## config.mk

```make
export PLATFORM = sky130hd
export DESIGN_NAME = pic_priority_resolver
export DESIGN_NICKNAME = d
export VERILOG_FILES = /design/src/rtl/pic_pkg.sv /design/src/rtl/pic_rotating_priority_encoder.sv /design/src/rtl/pic_priority_resolver.sv
export SDC_FILE = /design/constraint.sdc
export NUM_CORES = 1
export LEC_CHECK = 0
export ABC_AREA = 1
export BUFFER_PORTS_ARGS = -buffer_cell sky130_fd_sc_hd__buf_2
export CAP_MARGIN = 20
export CORE_AREA = 2 2 95 97
export DETAILED_ROUTE_END_ITERATION = 12
export DIE_AREA = 0 0 97 99
export GPL_TIMING_DRIVEN = 0
export SYNTH_ARGS = -nofsm -noshare
export SYNTH_HDL_FRONTEND = slang
export SYNTH_HIERARCHICAL = 1
export SYNTH_SLANG_ARGS = --single-unit
```

## constraint.sdc

```tcl
create_clock -name CLK -period 4.64 [get_ports CLK]
set_clock_uncertainty 0.2 [all_clocks]
set_input_delay 0.464 -clock CLK [delete_from_list [all_inputs] [get_ports CLK]]
set_output_delay 0.464 -clock CLK [all_outputs]
set_load 0.02 [all_outputs]
```

## src/rtl/pic_pkg.sv

```systemverilog
// rtl/pic_pkg.sv - shared constants and types for the 8259 request/service stage
// Holds the request-line count, the reset lowest-priority level, the level type,
// the acknowledge FSM state type and a priority-rank helper.
package pic_pkg;

  localparam int NUM_IR = 8;

  typedef logic [2:0] level_t;

  // Default lowest level 7 makes IR0 the highest priority.
  localparam level_t RESET_LOWEST = 3'd7;

  typedef enum logic {
    IDLE = 1'b0,
    ACK1 = 1'b1
  } ack_state_t;

  // Position of a level in the current rotation: 0 = highest priority.
  function automatic level_t pri_rank(level_t lvl, level_t low);
    return lvl - low - 3'd1;
  endfunction

endpackage

```

## src/rtl/pic_rotating_priority_encoder.sv

```systemverilog
// rtl/pic_rotating_priority_encoder.sv - first set bit in rotating priority order
// Ports: req (request vector), lowest (lowest-priority level),
//        found (any bit set), level (highest-priority set bit).
module pic_rotating_priority_encoder
  import pic_pkg::*;
(
  input  logic [NUM_IR-1:0] req,
  input  level_t            lowest,
  output logic              found,
  output level_t            level
);

  level_t idx;

  // Scan starts just above 'lowest' and wraps; the 8th step lands on 'lowest'.
  always_comb begin
    found = 1'b0;
    level = '0;
    idx   = '0;
    for (int k = 1; k <= NUM_IR; k++) begin
      idx = lowest + level_t'(k);
      if (!found && req[idx]) begin
        found = 1'b1;
        level = idx;
      end
    end
  end

endmodule

```

## src/rtl/pic_priority_resolver.sv

```systemverilog
// rtl/pic_priority_resolver.sv - 8259 IRR/ISR tracking, priority resolution and EOI
// Ports: CLK/RESET (sync active-high), IR request lines, LEVEL trigger mode,
//        interrupt_mask, INTA_ acknowledge, AEOI/R modes, EOI_CMD/EOI_SPECIFIC,
//        SET_PRI/CMD_LEVEL commands; outputs INTERNAL_INT, IR_NUM, IRR, ISR.
module pic_priority_resolver
  import pic_pkg::*;
(
  input  logic              CLK,
  input  logic              RESET,
  input  logic [NUM_IR-1:0] IR,
  input  logic              LEVEL,
  input  logic [NUM_IR-1:0] interrupt_mask,
  input  logic              INTA_,
  input  logic              AEOI,
  input  logic              R,
  input  logic              EOI_CMD,
  input  logic              EOI_SPECIFIC,
  input  logic              SET_PRI,
  input  level_t            CMD_LEVEL,
  output logic              INTERNAL_INT,
  output level_t            IR_NUM,
  output logic [NUM_IR-1:0] IRR,
  output logic [NUM_IR-1:0] ISR
);

  logic [NUM_IR-1:0] irr, isr, ir_prev;
  logic              inta_prev, spurious, internal_int;
  level_t            ir_num, lowest;
  ack_state_t        state;

  logic              cand_found, svc_found;
  level_t            cand_level, svc_level;

  pic_rotating_priority_encoder u_req_enc (
    .req    (irr & ~interrupt_mask),
    .lowest (lowest),
    .found  (cand_found),
    .level  (cand_level)
  );

  pic_rotating_priority_encoder u_svc_enc (
    .req    (isr),
    .lowest (lowest),
    .found  (svc_found),
    .level  (svc_level)
  );

  logic              inta_fall, first_ack, second_ack, cand_wins, eoi_rotate;
  logic [NUM_IR-1:0] ack_set, eoi_clear, aeoi_clear, irr_next, isr_next;
  level_t            lowest_next, eoi_level;
  ack_state_t        state_next;

  always_comb begin
    inta_fall  = inta_prev & ~INTA_;
    first_ack  = inta_fall && (state == IDLE);
    second_ack = inta_fall && (state == ACK1);

    cand_wins = cand_found &&
                (!svc_found || (pri_rank(cand_level, lowest) < pri_rank(svc_level, lowest)));

    ack_set = '0;
    if (first_ack && cand_found)
      ack_set = 8'b0000_0001 << cand_level;

    eoi_clear  = '0;
    eoi_rotate = 1'b0;
    eoi_level  = CMD_LEVEL;
    if (EOI_CMD) begin
      if (EOI_SPECIFIC) begin
        eoi_clear  = 8'b0000_0001 << CMD_LEVEL;
        eoi_rotate = R;
      end else if (svc_found) begin
        eoi_clear  = 8'b0000_0001 << svc_level;
        eoi_rotate = R;
        eoi_level  = svc_level;
      end
    end

    aeoi_clear = '0;
    if (second_ack && AEOI && !spurious)
      aeoi_clear = 8'b0000_0001 << ir_num;

    // Acknowledge set is applied last so it wins over an EOI of the same bit.
    isr_next = (isr & ~eoi_clear & ~aeoi_clear) | ack_set;

    // Acknowledge clears the granted bit, but a fresh edge on it re-arms it.
    if (LEVEL)
      irr_next = IR & ~ack_set;
    else
      irr_next = (irr & ~ack_set) | (IR & ~ir_prev);

    lowest_next = lowest;
    if (eoi_rotate)
      lowest_next = eoi_level;
    else if (SET_PRI)
      lowest_next = CMD_LEVEL;
    else if (second_ack && AEOI && R)
      lowest_next = ir_num;

    state_next = state;
    if (first_ack)
      state_next = ACK1;
    else if (second_ack)
      state_next = IDLE;
  end

  always_ff @(posedge CLK) begin
    if (RESET) begin
      irr          <= '0;
      isr          <= '0;
      ir_num       <= '0;
      internal_int <= 1'b0;
      lowest       <= RESET_LOWEST;
      ir_prev      <= '0;
      inta_prev    <= 1'b1;
      spurious     <= 1'b0;
      state        <= IDLE;
    end else begin
      irr       <= irr_next;
      isr       <= isr_next;
      lowest    <= lowest_next;
      ir_prev   <= IR;
      inta_prev <= INTA_;
      state     <= state_next;
      if (first_ack) begin
        ir_num   <= cand_found ? cand_level : level_t'(3'd7);
        spurious <= ~cand_found;
      end
      // Held low for the whole time the FSM sits in ACK1.
      internal_int <= cand_wins && (state_next == IDLE);
    end
  end

  assign INTERNAL_INT = internal_int;
  assign IR_NUM       = ir_num;
  assign IRR          = irr;
  assign ISR          = isr;

endmodule

```

==> key figures <==
Outcome
  – Status: finished, final reports clean

Worst setup path
  – CP required: 4.65 ns
  – Endpoint class of the critical path: flop
  – Arr. time, crit path: 4.26 ns
  – Worst-path cell chain: buf_6 -> inv_2 -> ha_1 -> buf_2 -> inv_2 -> nand3_1 -> nand3_1 -> nand2_1 -> inv_2 -> nand4_2 -> nor2_4 -> nand2_1 -> nand2_1 -> nand2_1 -> nand2_1 -> ha_1 -> inv_1 -> fa_1 -> xnor2_1 -> xor2_1 -> ha_1 -> a21oi_1 -> nand2_1 -> a21oi_1
  – WS Path Type: flop to flop
  – Critical Path Start Type: flop
  – Most common cell on crit path: nand2_1
  – Worst path max stage delay: roughly 0.42 ns
  – Critical path's slowest cell: dfxtp_4
  – Peak fanout along the critical path: 9

Power
  – Overall power: 1.66 mW
  – Leak: about 2 nW
  – PD cells: 424 nW/µm²
  – VDD IR-drop max: 229 µV

Die
  – Row count: 34
  – Die height: 99 µm
  – # IOs: 48
  – Starting density of the core: around 40%
  – Placeable Area: roughly 8600 µm²
  – Die width: a little under 100 µm
  – Die Footprint: 9600 µm²

CTS
  – Sink Count: 34
  – Hold-fix buffers at CTS: 0
  – Clock slew at reported path FFs: 0.07 ns
  – Clock root cell: clkbuf_8
  – Clock Tree Buf Depth: 2
  – H-tree levels: 2
  – Worst-Skew Late Latency: 0.28 ns
  – Post-CTS Setup Inserts: 0
  – CTS tree: done
  – Number of CTS-inserted buffers: 5

Layout
  – N_diodes: 0
  – Final net count: 668
  – Share of cells above drive strength 1: 20.1%
  – Non-Filler Instances: 736
  – Fin area: 3910 µm²
  – Number of fillers in the final layout: 924
  – P&R area growth vs syn: 13.0%

Yosys
  – Top cells by area, synth: dfxtp_1, nand2_1, nand3_1
  – Top FF cell, synth: dfxtp_1
  – Synth top area share: 19.7%
  – Number of synthesized flops with an enable pin: 0
  – Share of synthesized registers carrying an async set or reset: 0%
  – Commonest cells in the netlist: nand2_1, nand3_1, inv_1, nor2_1, dfxtp_1
  – Cells after Synth: approximately 580
  – Synth Net Count: 615
  – Top-count cell post-synth: nand2_1
  – Yosys cell types: 36
  – Yosys reg bits: 34
  – Synthesized area: between 3000 and 4000 µm²
  – Yosys top cell by area: dfxtp_1
  – Yosys warnings: 6
  – Register area share after synthesis: 19.7%
  – Avg Inst Size Synth: 6.02 µm²

STA
  – Setup TNS: 0 ns
  – Slew Limit Headroom: 66.8%
  – RSZ-0062 raised after global routing: false
  – Fin crit share: 91.5%
  – Final Hold Viols: 0
  – Setup-failing EPs final: 0
  – Tmin final: roughly 4.2 ns
  – Slew Limit Fails: 0
  – Fmax: 235 MHz
  – Hold_ws: 0.207 ns
  – Worst Tran Pin Value: approximately 0.50 ns

Routing
  – Residual DRC: 0
  – Vias per std cell: 5.16
  – WL per Instance: 13.0 µm
  – DRT iter0 DRCs: 227
  – Post-DRT Antenna Nets: 0
  – Vias: 3,799
  – DR pass1 iterations: 5
  – WL final: between 9 and 10 mm

Global routing
  – Vias in the first global route: 3,426
  – First-pass GRT wire length: 16.1 mm
  – Global-route usage over all layers: 20.4%
  – Largest net degree at the start of global routing: 11
  – Overflow after GRT: 0
  – Initial antenna violation count: 0

Placed design
  – Buffers on Ports: 46
  – Placed instance area: about 3800 µm²
  – Placed insts: 729
  – DP HPWL: approximately 8 mm
  – Routability Congestion: just over 0.9

Flow run
  – Max Cap Violations: 0

Hold path
  – Hold crit path type: input port to flop
sequential cells by signal (all words and copies together) (netlist names), 3 cells and up:
name	flops
ir_prev	8
IR_NUM	3
ISR	8
lowest	3
IRR	8
cells in the final DEF (no fill, tap or decap), types with 3 or more instances in the layout:
| master | Yosys | routed |
|---|---|---|
| nand2_1 | 168 | 168 |
| nor2_1 | 50 | 50 |
| buf_6 | 7 | 7 |
| nand2_2 | 4 | 4 |
| o21ai_0 | 21 | 21 |
| ha_1 | 10 | 10 |
| nor2_4 | 5 | 5 |
| nand3_2 | 14 | 14 |
| nand4_1 | 8 | 8 |
| nor3_1 | 8 | 8 |
| clkbuf_1 | 3 | 3 |
| buf_2 | 3 | 49 |
| dfxtp_1 | 34 | 32 |
| a21oi_1 | 28 | 28 |
| o21a_1 | 7 | 7 |
| o211ai_1 | 4 | 4 |
| inv_2 | 22 | 22 |
| nor2_2 | 3 | 3 |
| nand3_1 | 84 | 84 |
| clkbuf_8 | 0 | 5 |
| inv_1 | 64 | 64 |
logic make-up after synthesis:
family | Yosys count | synth area share (%)
compound gates | 70 | 11.9
xor+xnor | 8 | 3.54
fa+ha+maj | 12 | 4.77
buf+inv | 99 | 12.4
flops | 34 | 19.7
simple gates | 352 | 47.8
repair_timing:
action	CTS	global route
endpoints found under the hold margin	0	0
setup endpoints to repair	0	1
resized for setup	0	3
metrics by stage:
step | util (%) | setup WS (ns)
finish | 45.7 | 0.394
global route | 45.7 | 0.0236
CTS | 45.7 | 0.190
detailed placement | 44.7 | 0.226
global placement | 44.7 | 0.262
floorplan | - | 0.806
layer usage:
layer,share of wire (%),global-route usage [%],vias up,wire (µm)
met4,0.72,4.66,0,69
li1,-,-,1970,-
met5,0,0,-,0
met3,6.5,3.48,6,626
met1,49,29.1,1710,4700
met2,44,32.2,113,4200
area by class of cell:
class                           count  area [µm²]  area share [%]
Timing Repair Buffer               46         230            5.89
Clock inverter                      2        10.0           0.256
Clock buffer                        5        68.8            1.76
Sequential cell                    34         686            17.5
Buffer                             13         105            2.69
Inverter                           86         323            8.26
Multi-Input combinational cell    442        2350            60.2
Tap cell                          108         135            3.46
final timing paths:
check | slack, ns | cells after the start | start | end
setup / recovery | 0.39 | 24 | lowest[1]$_SDFFE_PP1P_ | INTERNAL_INT$_SDFF_PP0_
hold / removal | 0.21 | 2 | INTA_ | inta_prev$_SDFF_PP1_
setup reg to reg | 0.39 | 24 | lowest[1]$_SDFFE_PP1P_ | INTERNAL_INT$_SDFF_PP0_
hold reg to reg | 0.28 | 2 | spurious$_SDFFE_PP0N_ | spurious$_SDFFE_PP0N_
worst max-delay path, delay by kind of cell (launching register included):
| kind | cells | cell delay [ns] |
|---|---|---|
| flip-flops | 1 | 0.42 |
| XOR/XNOR | 2 | 0.40 |
| buffers and inverters | 6 | 0.70 |
| AND/OR/NAND/NOR | 10 | 1.11 |
| adder cells (fa/ha/maj) | 4 | 1.09 |
| AO/OA/AOI/OAI | 2 | 0.26 |
report_power, final:
part | internal (mW) | leakage (nW) | switching [mW]
sequential | 0.327 | 0.281 | 0.0382
clock | 0.101 | 0.0438 | 0.103
combinational | 0.374 | 1.71 | 0.715
No activity file was read; power rests on OpenSTA's default activity.
